$ cat config.mk
export PLATFORM = sky130hd
export DESIGN_NAME = if_id_skid_stage_flat
export DESIGN_NICKNAME = d
export VERILOG_FILES = /design/src/rtl/if_id_pkg.sv /design/src/rtl/if_id_skid_stage_if.sv /design/src/rtl/pipe_sat_cnt.sv /design/src/rtl/if_id_skid_stage.sv /design/src/flat_wrapper.sv
export SDC_FILE = /design/constraint.sdc
export NUM_CORES = 1
export LEC_CHECK = 0
export ABC_AREA = 1
export CORE_ASPECT_RATIO = 1.5
export CORE_MARGIN = 4
export CORE_UTILIZATION = 50
export DETAILED_ROUTE_END_ITERATION = 10
export PLACE_DENSITY = 0.8
export SLEW_MARGIN = 0
export SYNTH_ARGS = -nofsm -noshare
export SYNTH_HDL_FRONTEND = slang
export SYNTH_SLANG_ARGS = --single-unit
$ cat constraint.sdc
create_clock -name clk -period 2.05 [get_ports clk]
set_input_delay 0.615 -clock clk [delete_from_list [all_inputs] [get_ports clk]]
set_output_delay 0.615 -clock clk [all_outputs]
set_load 0.02 [all_outputs]
$ cat src/rtl/if_id_pkg.sv
// Shared types and defaults for the IF/ID skid stage.
package if_id_pkg;

    localparam int unsigned INST_W_DEF = 32;
    localparam int unsigned PC_W_DEF   = 64;
    localparam int unsigned CNT_W_DEF  = 32;

    // addi x0,x0,0: what decode sees while the stage holds nothing
    localparam logic [31:0] BUBBLE_INST_DEF = 32'h00000013;

    typedef struct packed {
        logic [INST_W_DEF-1:0] inst;
        logic [PC_W_DEF-1:0]   pc;
    } if_id_beat_t;

    // Occupancy of the two entries; skid is never full while main is empty
    typedef enum logic [1:0] {
        ST_EMPTY = 2'd0,
        ST_MAIN  = 2'd1,
        ST_FULL  = 2'd2
    } occ_state_e;

endpackage

$ cat src/rtl/if_id_skid_stage_if.sv
// Fetch-side and decode-side valid/ready handshake of the IF/ID stage.
interface if_id_skid_stage_if #(
    parameter int unsigned INST_W = 32,
    parameter int unsigned PC_W   = 64
) ();

    logic              in_valid;
    logic              in_ready;
    logic [INST_W-1:0] in_inst;
    logic [PC_W-1:0]   in_pc;

    logic              out_valid;
    logic              out_ready;
    logic [INST_W-1:0] out_inst;
    logic [PC_W-1:0]   out_pc;

    // Environment side: fetch drives beats in, decode accepts beats out
    modport master (
        output in_valid, in_inst, in_pc, out_ready,
        input  in_ready, out_valid, out_inst, out_pc
    );

    // Pipeline stage side
    modport slave (
        input  in_valid, in_inst, in_pc, out_ready,
        output in_ready, out_valid, out_inst, out_pc
    );

endinterface

$ cat src/rtl/pipe_sat_cnt.sv
// Saturating event counter: holds at all-ones, cleared by reset or clr.
module pipe_sat_cnt #(
    parameter int unsigned W = 32
) (
    input  logic         clk,
    input  logic         reset,
    input  logic         clr,
    input  logic         inc,
    output logic [W-1:0] cnt
);

    always_ff @(posedge clk) begin
        if (reset || clr) begin
            cnt <= '0;
        end else if (inc && (cnt != {W{1'b1}})) begin
            cnt <= cnt + W'(1);
        end
    end

endmodule

$ cat src/rtl/if_id_skid_stage.sv
// IF/ID pipeline stage with main + skid entries and a registered in_ready.
// Optional perf counters (stall_cnt/flush_cnt) enabled by defining IF_ID_PERF_CNT_EN.
module if_id_skid_stage
    import if_id_pkg::*;
#(
    parameter int unsigned       INST_W      = INST_W_DEF,
    parameter int unsigned       PC_W        = PC_W_DEF,
    parameter logic [INST_W-1:0] BUBBLE_INST = INST_W'(BUBBLE_INST_DEF)
`ifdef IF_ID_PERF_CNT_EN
   ,parameter int unsigned       CNT_W       = CNT_W_DEF
`endif
) (
    input  logic              clk,
    input  logic              reset,
    input  logic              flush,
    if_id_skid_stage_if.slave bus
`ifdef IF_ID_PERF_CNT_EN
   ,output logic [CNT_W-1:0]  stall_cnt,
    output logic [CNT_W-1:0]  flush_cnt
`endif
);

    occ_state_e        state_q, state_d;
    logic [INST_W-1:0] main_inst_q, main_inst_d;
    logic [PC_W-1:0]   main_pc_q,   main_pc_d;
    logic [INST_W-1:0] skid_inst_q, skid_inst_d;
    logic [PC_W-1:0]   skid_pc_q,   skid_pc_d;
    logic              out_valid_q, out_valid_d;
    logic              in_ready_q,  in_ready_d;
    logic              acc;
    logic              pop;

    // Next occupancy and entry contents
    always_comb begin
        state_d     = state_q;
        main_inst_d = main_inst_q;
        main_pc_d   = main_pc_q;
        skid_inst_d = skid_inst_q;
        skid_pc_d   = skid_pc_q;
        acc         = bus.in_valid & in_ready_q;
        pop         = out_valid_q & bus.out_ready;

        if (flush) begin
            // accepted beat is swallowed along with everything held
            state_d = ST_EMPTY;
        end else begin
            unique case (state_q)
                ST_EMPTY: begin
                    if (acc) begin
                        main_inst_d = bus.in_inst;
                        main_pc_d   = bus.in_pc;
                        state_d     = ST_MAIN;
                    end
                end
                ST_MAIN: begin
                    if (pop) begin
                        if (acc) begin
                            main_inst_d = bus.in_inst;
                            main_pc_d   = bus.in_pc;
                        end else begin
                            state_d = ST_EMPTY;
                        end
                    end else if (acc) begin
                        skid_inst_d = bus.in_inst;
                        skid_pc_d   = bus.in_pc;
                        state_d     = ST_FULL;
                    end
                end
                ST_FULL: begin
                    // in_ready is low here, so only the skid can refill main
                    if (pop) begin
                        main_inst_d = skid_inst_q;
                        main_pc_d   = skid_pc_q;
                        state_d     = ST_MAIN;
                    end
                end
                default: state_d = ST_EMPTY;
            endcase
        end

        // Main doubles as the output register, so park the bubble in it when empty
        if (state_d == ST_EMPTY) begin
            main_inst_d = BUBBLE_INST;
            main_pc_d   = '0;
        end

        out_valid_d = (state_d != ST_EMPTY);
        in_ready_d  = (state_d != ST_FULL);
    end

    always_ff @(posedge clk) begin
        if (reset) begin
            state_q     <= ST_EMPTY;
            main_inst_q <= BUBBLE_INST;
            main_pc_q   <= '0;
            skid_inst_q <= '0;
            skid_pc_q   <= '0;
            out_valid_q <= 1'b0;
            in_ready_q  <= 1'b1;
        end else begin
            state_q     <= state_d;
            main_inst_q <= main_inst_d;
            main_pc_q   <= main_pc_d;
            skid_inst_q <= skid_inst_d;
            skid_pc_q   <= skid_pc_d;
            out_valid_q <= out_valid_d;
            in_ready_q  <= in_ready_d;
        end
    end

    assign bus.in_ready  = in_ready_q;
    assign bus.out_valid = out_valid_q;
    assign bus.out_inst  = main_inst_q;
    assign bus.out_pc    = main_pc_q;

`ifdef IF_ID_PERF_CNT_EN
    // Counters survive flush; only reset clears them
    pipe_sat_cnt #(.W(CNT_W)) u_stall_cnt (
        .clk   (clk),
        .reset (reset),
        .clr   (1'b0),
        .inc   (out_valid_q & ~bus.out_ready),
        .cnt   (stall_cnt)
    );

    pipe_sat_cnt #(.W(CNT_W)) u_flush_cnt (
        .clk   (clk),
        .reset (reset),
        .clr   (1'b0),
        .inc   (flush),
        .cnt   (flush_cnt)
    );
`endif

endmodule

$ cat src/flat_wrapper.sv
// flat-port wrapper written by rule: the top's interface ports become plain ports
module if_id_skid_stage_flat import if_id_pkg::*;
#(
    parameter int unsigned       INST_W      = INST_W_DEF,
    parameter int unsigned       PC_W        = PC_W_DEF,
    parameter logic [INST_W-1:0] BUBBLE_INST = INST_W'(BUBBLE_INST_DEF)

)
  (clk, reset, flush, bus_in_valid, bus_in_inst, bus_in_pc, bus_out_ready, bus_in_ready, bus_out_valid, bus_out_inst, bus_out_pc);
  if_id_skid_stage_if #(.INST_W(INST_W), .PC_W(PC_W)) bus_i ();
  input  logic clk;
  input  logic reset;
  input  logic flush;
  input wire logic [$bits(bus_i.in_valid)-1:0] bus_in_valid;
  input wire logic [$bits(bus_i.in_inst)-1:0] bus_in_inst;
  input wire logic [$bits(bus_i.in_pc)-1:0] bus_in_pc;
  input wire logic [$bits(bus_i.out_ready)-1:0] bus_out_ready;
  output wire logic [$bits(bus_i.in_ready)-1:0] bus_in_ready;
  output wire logic [$bits(bus_i.out_valid)-1:0] bus_out_valid;
  output wire logic [$bits(bus_i.out_inst)-1:0] bus_out_inst;
  output wire logic [$bits(bus_i.out_pc)-1:0] bus_out_pc;
  assign bus_i.in_valid = bus_in_valid;
  assign bus_i.in_inst = bus_in_inst;
  assign bus_i.in_pc = bus_in_pc;
  assign bus_i.out_ready = bus_out_ready;
  assign bus_in_ready = bus_i.in_ready;
  assign bus_out_valid = bus_i.out_valid;
  assign bus_out_inst = bus_i.out_inst;
  assign bus_out_pc = bus_i.out_pc;
  if_id_skid_stage #(.INST_W(INST_W), .PC_W(PC_W), .BUBBLE_INST(BUBBLE_INST)) u_core (.clk(clk), .reset(reset), .flush(flush), .bus(bus_i));
endmodule
# == Word-level counts from Yosys, hierarchy flattened ==
# Cells that the tools add are included.
# op_classes
bitwise,4
div,0
shift,0
n_lt_le_gt_ge,0
mux,15
multipliers,0
n_eq_ne,5
reduce_logical,7
add_sub_neg,0
# ops
op,n
two-way mux 64 bit,3
one-hot mux 64 bit (3 select lines),1
two-way mux 32 bit,3
one-hot mux 32 bit (3 select lines),1
two-way mux 2 bit,6
AND reduction 4 bit,2
one-hot mux 2 bit (3 select lines),1
logical NOT 2 bit,2
"!= test 2 x 1 -> 1 bit, second input constant",2
nonzero test 3 bit,1
bitwise AND 1 bit,2
"equality test 2 x 1 -> 1 bit, second input constant",1
"equality test 2 bit, second input constant",1
"!= test 2 bit, second input constant",1
NOT 1 bit,2
nonzero test 2 bit,1
OR reduction 2 bit,1
# word_totals
latch_bits,0
ff_bits,196
rom_bits,0
elab_cells,38
input_bits,101
ram_bits,0
n_memories,0

# == Logic depth before layout (Yosys ltp) ==
# Gate-level depths: netlist (run 1).
# depth
ltp_word,7
ltp_mapped,12

# == Worst setup path after synthesis (run 1) ==
# OpenSTA, ideal clock, no wires.
# synth_timing
path_type,in2reg
startpoint,input bus_in_valid
endpoint,register u_core.skid_inst_q[10]
arrival_time_ns,1.492
stages,6
path_buffers,2
setup_time_ns,0.128
path_slack_ns,0.429
path_cell_list,nand2_1 inv_1 nand3_1 clkbuf_1 clkbuf_1 a21oi_1
# synth_between
elab_chain_cells,2
# synth_lines
item,line,rtl
"start, declared",flat_wrapper.sv:14,input wire logic [$bits(bus_i.in_valid)-1:0] bus_in_valid;
bitwise AND 1 bit,if_id_skid_stage.sv:40,acc = bus.in_valid & in_ready_q;
AND reduction 4 bit (no source line),-,
"end signal, assigned",if_id_skid_stage.sv:104,skid_inst_q <= skid_inst_d;
"end, declared",if_id_skid_stage.sv:26,"logic [INST_W-1:0] skid_inst_q, skid_inst_d;"
# Every way passes these cells.
# A chain may end at the register's enable or synchronous reset.

# == Final worst setup path (run 1) ==
# layout_timing
startpoint,register u_core.main_pc_q[49] (netlist: u_core.bus.out_pc[49])
endpoint,output bus_out_pc[49]
# layout_rtl
item,line,rtl
"start, declared",if_id_skid_stage.sv:25,"logic [PC_W-1:0] main_pc_q, main_pc_d;"
"start signal, assigned",if_id_skid_stage.sv:103,main_pc_q <= main_pc_d;
"end, declared",flat_wrapper.sv:21,output wire logic [$bits(bus_i.out_pc)-1:0] bus_out_pc;
# No word-level cell between the ends.

==> reports/qor.json, run 1 <==
{
  "outcome": "complete, no violations",
  "finalHoldViolCount": 0,
  "fp.dieArea_um2": 19000,
  "p_seq_share_pct": 48.9,
  "avgSynthCellArea_um2": 6.64,
  "power.density_nw_per_um2": 711,
  "max_freq_mhz": 498,
  "clk_root_buffer_cell": "sky130_fd_sc_hd__clkbuf_16",
  "placement.io_buffers": 198,
  "commonest_cells_after_routing_fill_and_taps_aside": "sky130_fd_sc_hd__nand2_1 (486), sky130_fd_sc_hd__dfxtp_1 (196), sky130_fd_sc_hd__inv_1 (195)",
  "p_clk_share_pct": 39.6,
  "die_h_um": 167,
  "first_pass_grt_wire_length_um": 35000,
  "critical-path-top-delay-family": "buffers and inverters",
  "synth_area_um2": 8410,
  "power_leakage_nw": 5.90,
  "post_synth_inst_count": 1267,
  "whs_endpoint": "u_core.skid_inst_q[10]",
  "rsz_0062_raised_after_global_routing": "false",
  "postSynthNetCount": 1368,
  "worstSkewPairLatency_ns": 0.42,
  "postCtsResizedCells": 5,
  "hp-class": "reg2reg",
  "die_width_um": 114,
  "avgRoutedWirePerCell_um": 12.9,
  "total_negative_slack_ns": 0,
  "layout-drive-gt1-share_pct": 4.38,
  "drt_pass1_iterations": 5,
  "grt-ovfl-total": 0,
  "yosys_warnings": 0,
  "final_antenna_net_count": 0,
  "critPathRequiredTime_ns": 1.43,
  "cts-buffers-inserted": 17,
  "critical_path.max_fanout": 2,
  "clkTransAtPathRegs_ns": 0.07,
  "dpl_worst_slack_ns": -0.208,
  "via_per_inst": 4.85,
  "utilization_pct": 69.0,
  "post_cts_buffers": 0,
  "nFillCells": 1384,
  "cp-end-kind": "primary output",
  "drt_iter0_drc": 488,
  "via_count": 7975,
  "r2r.worst_path.cells": 9,
  "synth_sequential_area_ratio_pct": 46.6,
  "critical_path.cell_chain": "clkdlybuf4s50_1",
  "p_sw_share_pct": 24.4,
  "htree_num_levels": 4,
  "cpPeakStageDelay_ns": 0.62,
  "setup_violations": 0,
  "start_kind": "flip-flop",
  "post-synth-top-area-fraction_pct": 46.6,
  "tightest_slew_ns": 0.603,
  "clock-skew-final_ns": 0.00734,
  "number_of_nets_in_the_layout": 1526,
  "hpwl_um": 14000,
  "grt_pass1_vias": 7330,
  "critical_path.slowest_cell": "sky130_fd_sc_hd__clkdlybuf4s50_1",
  "min_period_over_period_pct": 97.9,
  "dp.cells": 1612,
  "number_of_antenna_violations_at_the_first_check_in_global_routing": 1,
  "ctsHoldBuffers": 0,
  "final_period_minus_worst_setup_slack_ns": 2.01,
  "post-route-worst-setup-slack_ns": 0.0423,
  "synth_top_cells_by_area": "sky130_fd_sc_hd__dfxtp_1 (47%), sky130_fd_sc_hd__nand2_1 (22%), sky130_fd_sc_hd__o21ai_0 (11%)",
  "final_cells": 1645,
  "cap_violations": 0,
  "netlist-cell-type-count": 16,
  "area_growth_syn_to_layout_pct": 34.0,
  "cts.sinks": 196,
  "floorplan.io_pins": 199,
  "layout_commonest_cell": "sky130_fd_sc_hd__nand2_1",
  "design_area_um2": 11300,
  "rows": 57,
  "initial_cell_density_of_the_core_pct": 51.5,
  "cp_num_buf_inv": 1,
  "crit_arrival_ns": 1.39,
  "placed_cell_area_um2": 10700,
  "grt_max_degree": 123,
  "worst-r2r-setup-slack_ns": 0.48,
  "hold_start": "u_core.skid_inst_q[10]",
  "global_route.usage.total_pct": 22.4,
  "regToRegEndpoint": "u_core.bus.out_pc[30]",
  "peakVddDrop_mv": 0.561,
  "r2r-start": "u_core.state_q[0]",
  "power.net_switching_mw": 1.95,
  "clock_path_buffers": 2,
  "placeableCoreArea_um2": 16300,
  "cts_tree": "yes",
  "comb_power_share_pct": 11.5,
  "drcViolationCount": 0,
  "post-synth-top-area-cell": "sky130_fd_sc_hd__dfxtp_1",
  "holdPathStages": 2,
  "drt_wl_total_um": 21200,
  "ys_seq_elements": 196,
  "slew_viol_final": 0,
  "gp_routability_congestion": 0.802,
  "worst_relative_slew_slack_pct": 59.8,
  "power_report.internal_total_mw": 6.06,
  "path_type_of_the_worst_setup_path": "reg2out"
}
==> power by group through the flow <==
stage	combinational, mW	sequential [mW]	clock [mW]
floorplan	0.447	4.04	0
global placement	0.909	4.01	0
detailed placement	0.924	4.01	0
CTS	0.930	3.92	3.24
global route	1.03	3.93	3.41
finish	0.922	3.92	3.17
==> cell usage after synthesis <==
master and count:
sky130_fd_sc_hd__inv_2 2, sky130_fd_sc_hd__o21ai_0 191, sky130_fd_sc_hd__nor2_1 1, sky130_fd_sc_hd__buf_2 27, sky130_fd_sc_hd__dfxtp_1 196, sky130_fd_sc_hd__a21oi_1 98
sky130_fd_sc_hd__inv_1 196, sky130_fd_sc_hd__nand2_2 2, sky130_fd_sc_hd__nand3_1 8, sky130_fd_sc_hd__nand2_1 487, sky130_fd_sc_hd__clkbuf_1 44, sky130_fd_sc_hd__nor2_2 2
sky130_fd_sc_hd__buf_6 4, sky130_fd_sc_hd__buf_1 1, sky130_fd_sc_hd__o21ai_1 2, sky130_fd_sc_hd__buf_4 6
==> registers in the layout, indices dropped and copies added, names as in the netlist <==
name and cells:
u_core.bus.in_ready 1, u_core.bus.out_inst 32, u_core.bus.out_pc 64, u_core.bus.out_valid 1, u_core.skid_inst_q 32, u_core.skid_pc_q 64
u_core.state_q 2
==> logic make-up after synthesis <==
group	after synthesis	share of synthesized area (%)
compound gates	291	17.3
buf+inv	280	13.5
simple gates	500	22.5
flops	196	46.6
==> how the worst max path moves through the flow <==
stage	depth (start not counted)	slack, ns	end	from
6_report	1	0.04	bus_out_pc[49]	u_core.bus.out_pc[49]
4_1_cts	1	0.002	bus_out_pc[39]	u_core.bus.out_pc[39]
3_3_place_gp	10	-0.15	u_core.bus.out_pc[36]	bus_in_valid
2_1_floorplan	6	0.43	u_core.skid_inst_q[10]	bus_in_valid
3_5_place_dp	10	-0.21	u_core.bus.out_pc[11]	bus_out_ready
5_1_grt	1	0.0005	bus_out_pc[32]	u_core.bus.out_pc[32]
==> final cells by class <==
type                            count  area [um2]  area share [%]
Sequential cell                   196        3920            34.8
Inverter                          198         743            6.59
Timing Repair Buffer              221        2400            21.3
Antenna cell                        1        2.50          0.0222
Multi-Input combinational cell    791        3390            30.1
Clock inverter                     12         106           0.943
Tap cell                          206         258            2.29
Clock buffer                       20         457            4.05
==> per-layer routing <==
metal | GRT usage, % | up-vias | part of all wire, % | wire length, um
met4 | 9.04 | 0 | 2.8 | 604
li1 | - | 4173 | - | -
met3 | 5.05 | 35 | 5.4 | 1150
met5 | 0 | - | 0 | 0
met1 | 27.0 | 3564 | 42 | 8920
met2 | 38.1 | 203 | 50 | 10500
==> per-stage QoR <==
| step | total power [mW] | hold WS, ns |
|---|---|---|
| 6_report | 8.02 | 0.445 |
| 5_1_grt | 8.36 | 0.462 |
| 4_1_cts | 8.09 | 0.447 |
| 3_5_place_dp | 4.93 | 0.436 |
| 3_3_place_gp | 4.91 | 0.431 |
| 2_1_floorplan | 4.49 | 0.425 |
Note: power is estimated with default switching activity, not from simulation.
==> inputs of run 2 (changes only) <==
==> constraint.sdc (replaced) <==
create_clock -name clk -period 2.05 [get_ports clk]
set_input_delay 0.41 -clock clk [delete_from_list [all_inputs] [get_ports clk]]
set_output_delay 0.41 -clock clk [all_outputs]
set_load 0.02 [all_outputs]
==> run 2 against run 1 <==
  * Non-clock buffer count is 7 lower
  * Global-route usage is 0.64 points higher
  * Critical path depth stayed put
  * Fmax up 8.5%
  * Sequential cell count is the same
  * Critical path type unchanged
  * Via count increased by 2.3%
  * Combinational power is 2% lower
  * Design area decreased by 0.81%
  * Sequential power about the same
  * Clock skew rose by 0.0023 ns
==> reports/qor.json, run 2 (synthesized netlist as in run 1, its figures left out) <==
{
  "outcome": {"value": "complete, no violations", "change": "unchanged"},
  "worst_relative_slew_slack": {"value": 60.7, "unit": "%", "change": "was 59.8%"},
  "whs_endpoint": {"value": "u_core.skid_pc_q[58]", "change": "was u_core.skid_inst_q[10]"},
  "via_per_inst": {"value": 4.98, "change": "was 4.85"},
  "start_kind": {"value": "flip-flop", "change": "unchanged"},
  "power.net_switching": {"value": 2.01, "unit": "mW", "change": "was 1.95 mW"},
  "post_cts_buffers": {"value": 0, "change": "unchanged"},
  "area_growth_syn_to_layout": {"value": 32.9, "unit": "%", "change": "was 34.0%"},
  "ctsHoldBuffers": {"value": 0, "change": "unchanged"},
  "post-route-worst-setup-slack": {"value": 0.200, "unit": "ns", "change": "was 0.0423 ns"},
  "die_width": {"value": 114, "unit": "um", "change": "unchanged"},
  "holdPathStages": {"value": 2, "change": "unchanged"},
  "drt_wl_total": {"value": 21700, "unit": "um", "change": "was 21200 um"},
  "commonest_cells_after_routing_fill_and_taps_aside": {"value": "sky130_fd_sc_hd__nand2_1 (486), sky130_fd_sc_hd__clkdlybuf4s50_1 (198), sky130_fd_sc_hd__dfxtp_1 (196)", "change": "was sky130_fd_sc_hd__nand2_1 (486), sky130_fd_sc_hd__dfxtp_1 (196), sky130_fd_sc_hd__inv_1 (195)"},
  "slew_viol_final": {"value": 0, "change": "unchanged"},
  "clock_path_buffers": {"value": 2, "change": "unchanged"},
  "rows": {"value": 57, "change": "unchanged"},
  "floorplan.io_pins": {"value": 199, "change": "unchanged"},
  "drt_iter0_drc": {"value": 547, "change": "was 488"},
  "min_period_over_period": {"value": 90.2, "unit": "%", "change": "was 97.9%"},
  "cap_violations": {"value": 0, "change": "unchanged"},
  "critical-path-top-delay-family": {"value": "buffers and inverters", "change": "unchanged"},
  "hpwl": {"value": 14000, "unit": "um", "change": "about the same"},
  "p_sw_share": {"value": 24.0, "unit": "%", "change": "was 24.4%"},
  "htree_num_levels": {"value": 4, "change": "unchanged"},
  "clock-skew-final": {"value": 0.00968, "unit": "ns", "change": "was 0.00734 ns"},
  "final_period_minus_worst_setup_slack": {"value": 1.85, "unit": "ns", "change": "was 2.01 ns"},
  "global_route.usage.total": {"value": 23.0, "unit": "%", "change": "was 22.4%"},
  "placed_cell_area": {"value": 10600, "unit": "um2", "change": "was 10700 um2"},
  "die_h": {"value": 167, "unit": "um", "change": "unchanged"},
  "via_count": {"value": 8160, "change": "was 7975"},
  "critical_path.cell_chain": {"value": "clkdlybuf4s50_1", "change": "unchanged"},
  "r2r.worst_path.cells": {"value": 8, "change": "was 9"},
  "crit_arrival": {"value": 1.44, "unit": "ns", "change": "was 1.39 ns"},
  "comb_power_share": {"value": 10.8, "unit": "%", "change": "was 11.5%"},
  "first_pass_grt_wire_length": {"value": 36100, "unit": "um", "change": "was 35000 um"},
  "rsz_0062_raised_after_global_routing": {"value": "false", "change": "unchanged"},
  "finalHoldViolCount": {"value": 0, "change": "unchanged"},
  "tightest_slew": {"value": 0.589, "unit": "ns", "change": "was 0.603 ns"},
  "cts.sinks": {"value": 196, "change": "unchanged"},
  "power.total": {"value": 8.37, "unit": "mW", "change": "was 8.02 mW"},
  "clkTransAtPathRegs": {"value": 0.07, "unit": "ns", "change": "about the same"},
  "power_leakage": {"value": 5.41, "unit": "nW", "change": "was 5.90 nW"},
  "avgRoutedWirePerCell": {"value": 13.2, "unit": "um", "change": "was 12.9 um"},
  "hold_start": {"value": "u_core.skid_pc_q[58]", "change": "was u_core.skid_inst_q[10]"},
  "number_of_antenna_violations_at_the_first_check_in_global_routing": {"value": 2, "change": "was 1"},
  "cp-end-kind": {"value": "primary output", "change": "unchanged"},
  "number_of_nets_in_the_layout": {"value": 1519, "change": "was 1526"},
  "grt_max_degree": {"value": 85, "change": "was 123"},
  "placement.io_buffers": {"value": 198, "change": "unchanged"},
  "path_type_of_the_worst_setup_path": {"value": "reg2out", "change": "unchanged"},
  "critical_path.max_fanout": {"value": 2, "change": "unchanged"},
  "hp-class": {"value": "reg2reg", "change": "unchanged"},
  "power.density": {"value": 749, "unit": "nW/um2", "change": "was 711 nW/um2"},
  "critPathRequiredTime": {"value": 1.64, "unit": "ns", "change": "was 1.43 ns"},
  "postCtsResizedCells": {"value": 0, "change": "was 5"},
  "worstSkewPairLatency": {"value": 0.43, "unit": "ns", "change": "was 0.42 ns"},
  "dpl_worst_slack": {"value": -0.0127, "unit": "ns", "change": "was -0.208 ns"},
  "gp_routability_congestion": {"value": 0.804, "change": "was 0.802"},
  "p_seq_share": {"value": 46.8, "unit": "%", "change": "was 48.9%"},
  "initial_cell_density_of_the_core": {"value": 51.5, "unit": "%", "change": "unchanged"},
  "p_clk_share": {"value": 42.3, "unit": "%", "change": "was 39.6%"},
  "placeableCoreArea": {"value": 16300, "unit": "um2", "change": "unchanged"},
  "grt-ovfl-total": {"value": 0, "change": "unchanged"},
  "layout_commonest_cell": {"value": "sky130_fd_sc_hd__nand2_1", "change": "unchanged"},
  "cts_tree": {"value": "yes", "change": "unchanged"},
  "power_report.internal_total": {"value": 6.36, "unit": "mW", "change": "was 6.06 mW"},
  "critical_path.slowest_cell": {"value": "sky130_fd_sc_hd__clkdlybuf4s50_1", "change": "unchanged"},
  "layout-drive-gt1-share": {"value": 3.92, "unit": "%", "change": "was 4.38%"},
  "max_freq": {"value": 541, "unit": "MHz", "change": "was 498 MHz"},
  "final_antenna_net_count": {"value": 0, "change": "unchanged"},
  "cpPeakStageDelay": {"value": 0.63, "unit": "ns", "change": "was 0.62 ns"},
  "drcViolationCount": {"value": 0, "change": "unchanged"},
  "worst-r2r-setup-slack": {"value": 0.40, "unit": "ns", "change": "was 0.48 ns"},
  "fp.dieArea": {"value": 19000, "unit": "um2", "change": "unchanged"},
  "total_negative_slack": {"value": 0, "unit": "ns", "change": "unchanged"},
  "grt_pass1_vias": {"value": 7725, "change": "was 7330"},
  "setup_violations": {"value": 0, "change": "unchanged"},
  "drt_pass1_iterations": {"value": 5, "change": "unchanged"},
  "clk_root_buffer_cell": {"value": "sky130_fd_sc_hd__clkbuf_16", "change": "unchanged"},
  "r2r-start": {"value": "u_core.state_q[0]", "change": "unchanged"},
  "design_area": {"value": 11200, "unit": "um2", "change": "was 11300 um2"},
  "peakVddDrop": {"value": 0.610, "unit": "mV", "change": "was 0.561 mV"},
  "utilization": {"value": 68.5, "unit": "%", "change": "was 69.0%"},
  "cp_num_buf_inv": {"value": 1, "change": "unchanged"},
  "cts-buffers-inserted": {"value": 17, "change": "unchanged"},
  "regToRegEndpoint": {"value": "u_core.bus.out_inst[4]", "change": "was u_core.bus.out_pc[30]"}
}
==> run 2: how the worst max path moves through the flow <==
stage | startpoint | end | slack [ns] | cells past startpoint
2_1_floorplan | u_core.bus.out_valid | u_core.bus.out_pc[54] | 0.57 | 10
3_3_place_gp | bus_out_ready | u_core.bus.out_pc[33] | 0.03 | 10
3_5_place_dp | bus_out_ready | u_core.bus.out_inst[14] | -0.01 | 10
4_1_cts | u_core.bus.out_inst[22] | bus_out_inst[22] | 0.18 | 1
5_1_grt | u_core.bus.out_inst[29] | bus_out_inst[29] | 0.14 | 1
6_report | u_core.bus.out_inst[22] | bus_out_inst[22] | 0.20 | 1
==> run 2: final cells by class <==
class	instances	area (um2)
sequential	196	3920
antenna	1	2.50
inverter	198	743
clock inverter	14	203
clock buffer	17	425
timing repair buffer	214	2240
tap	206	258
multi-input combinational	791	3390
fill	1405	5150
==> run 2: power by group through the flow <==
stage                     combinational (mW)  clock [mW]  sequential [mW]
after floorplan                        0.447           0             4.04
after global placement                 0.891           0             4.01
after detailed placement               0.906           0             4.01
after CTS                              0.913        3.61             3.92
after global routing                    1.02        3.76             3.93
final                                  0.908        3.54             3.92
==> run 2: stage by stage <==
stage | cells | hold slack (ns)
6_report | 1637 | 0.445
5_1_grt | 1637 | 0.466
4_1_cts | 1636 | 0.448
3_5_place_dp | 1605 | 0.438
3_3_place_gp | 1605 | 0.431
2_1_floorplan | 1267 | 0.425
==> run 2: metal layers <==
layer	vias to the layer above	share of wire [%]	track usage (%)
met5	-	0.060	0
met4	2	3.6	10.7
met3	49	6.1	4.57
met2	245	50	39.6
met1	3710	40	27.1
li1	4154	-	-
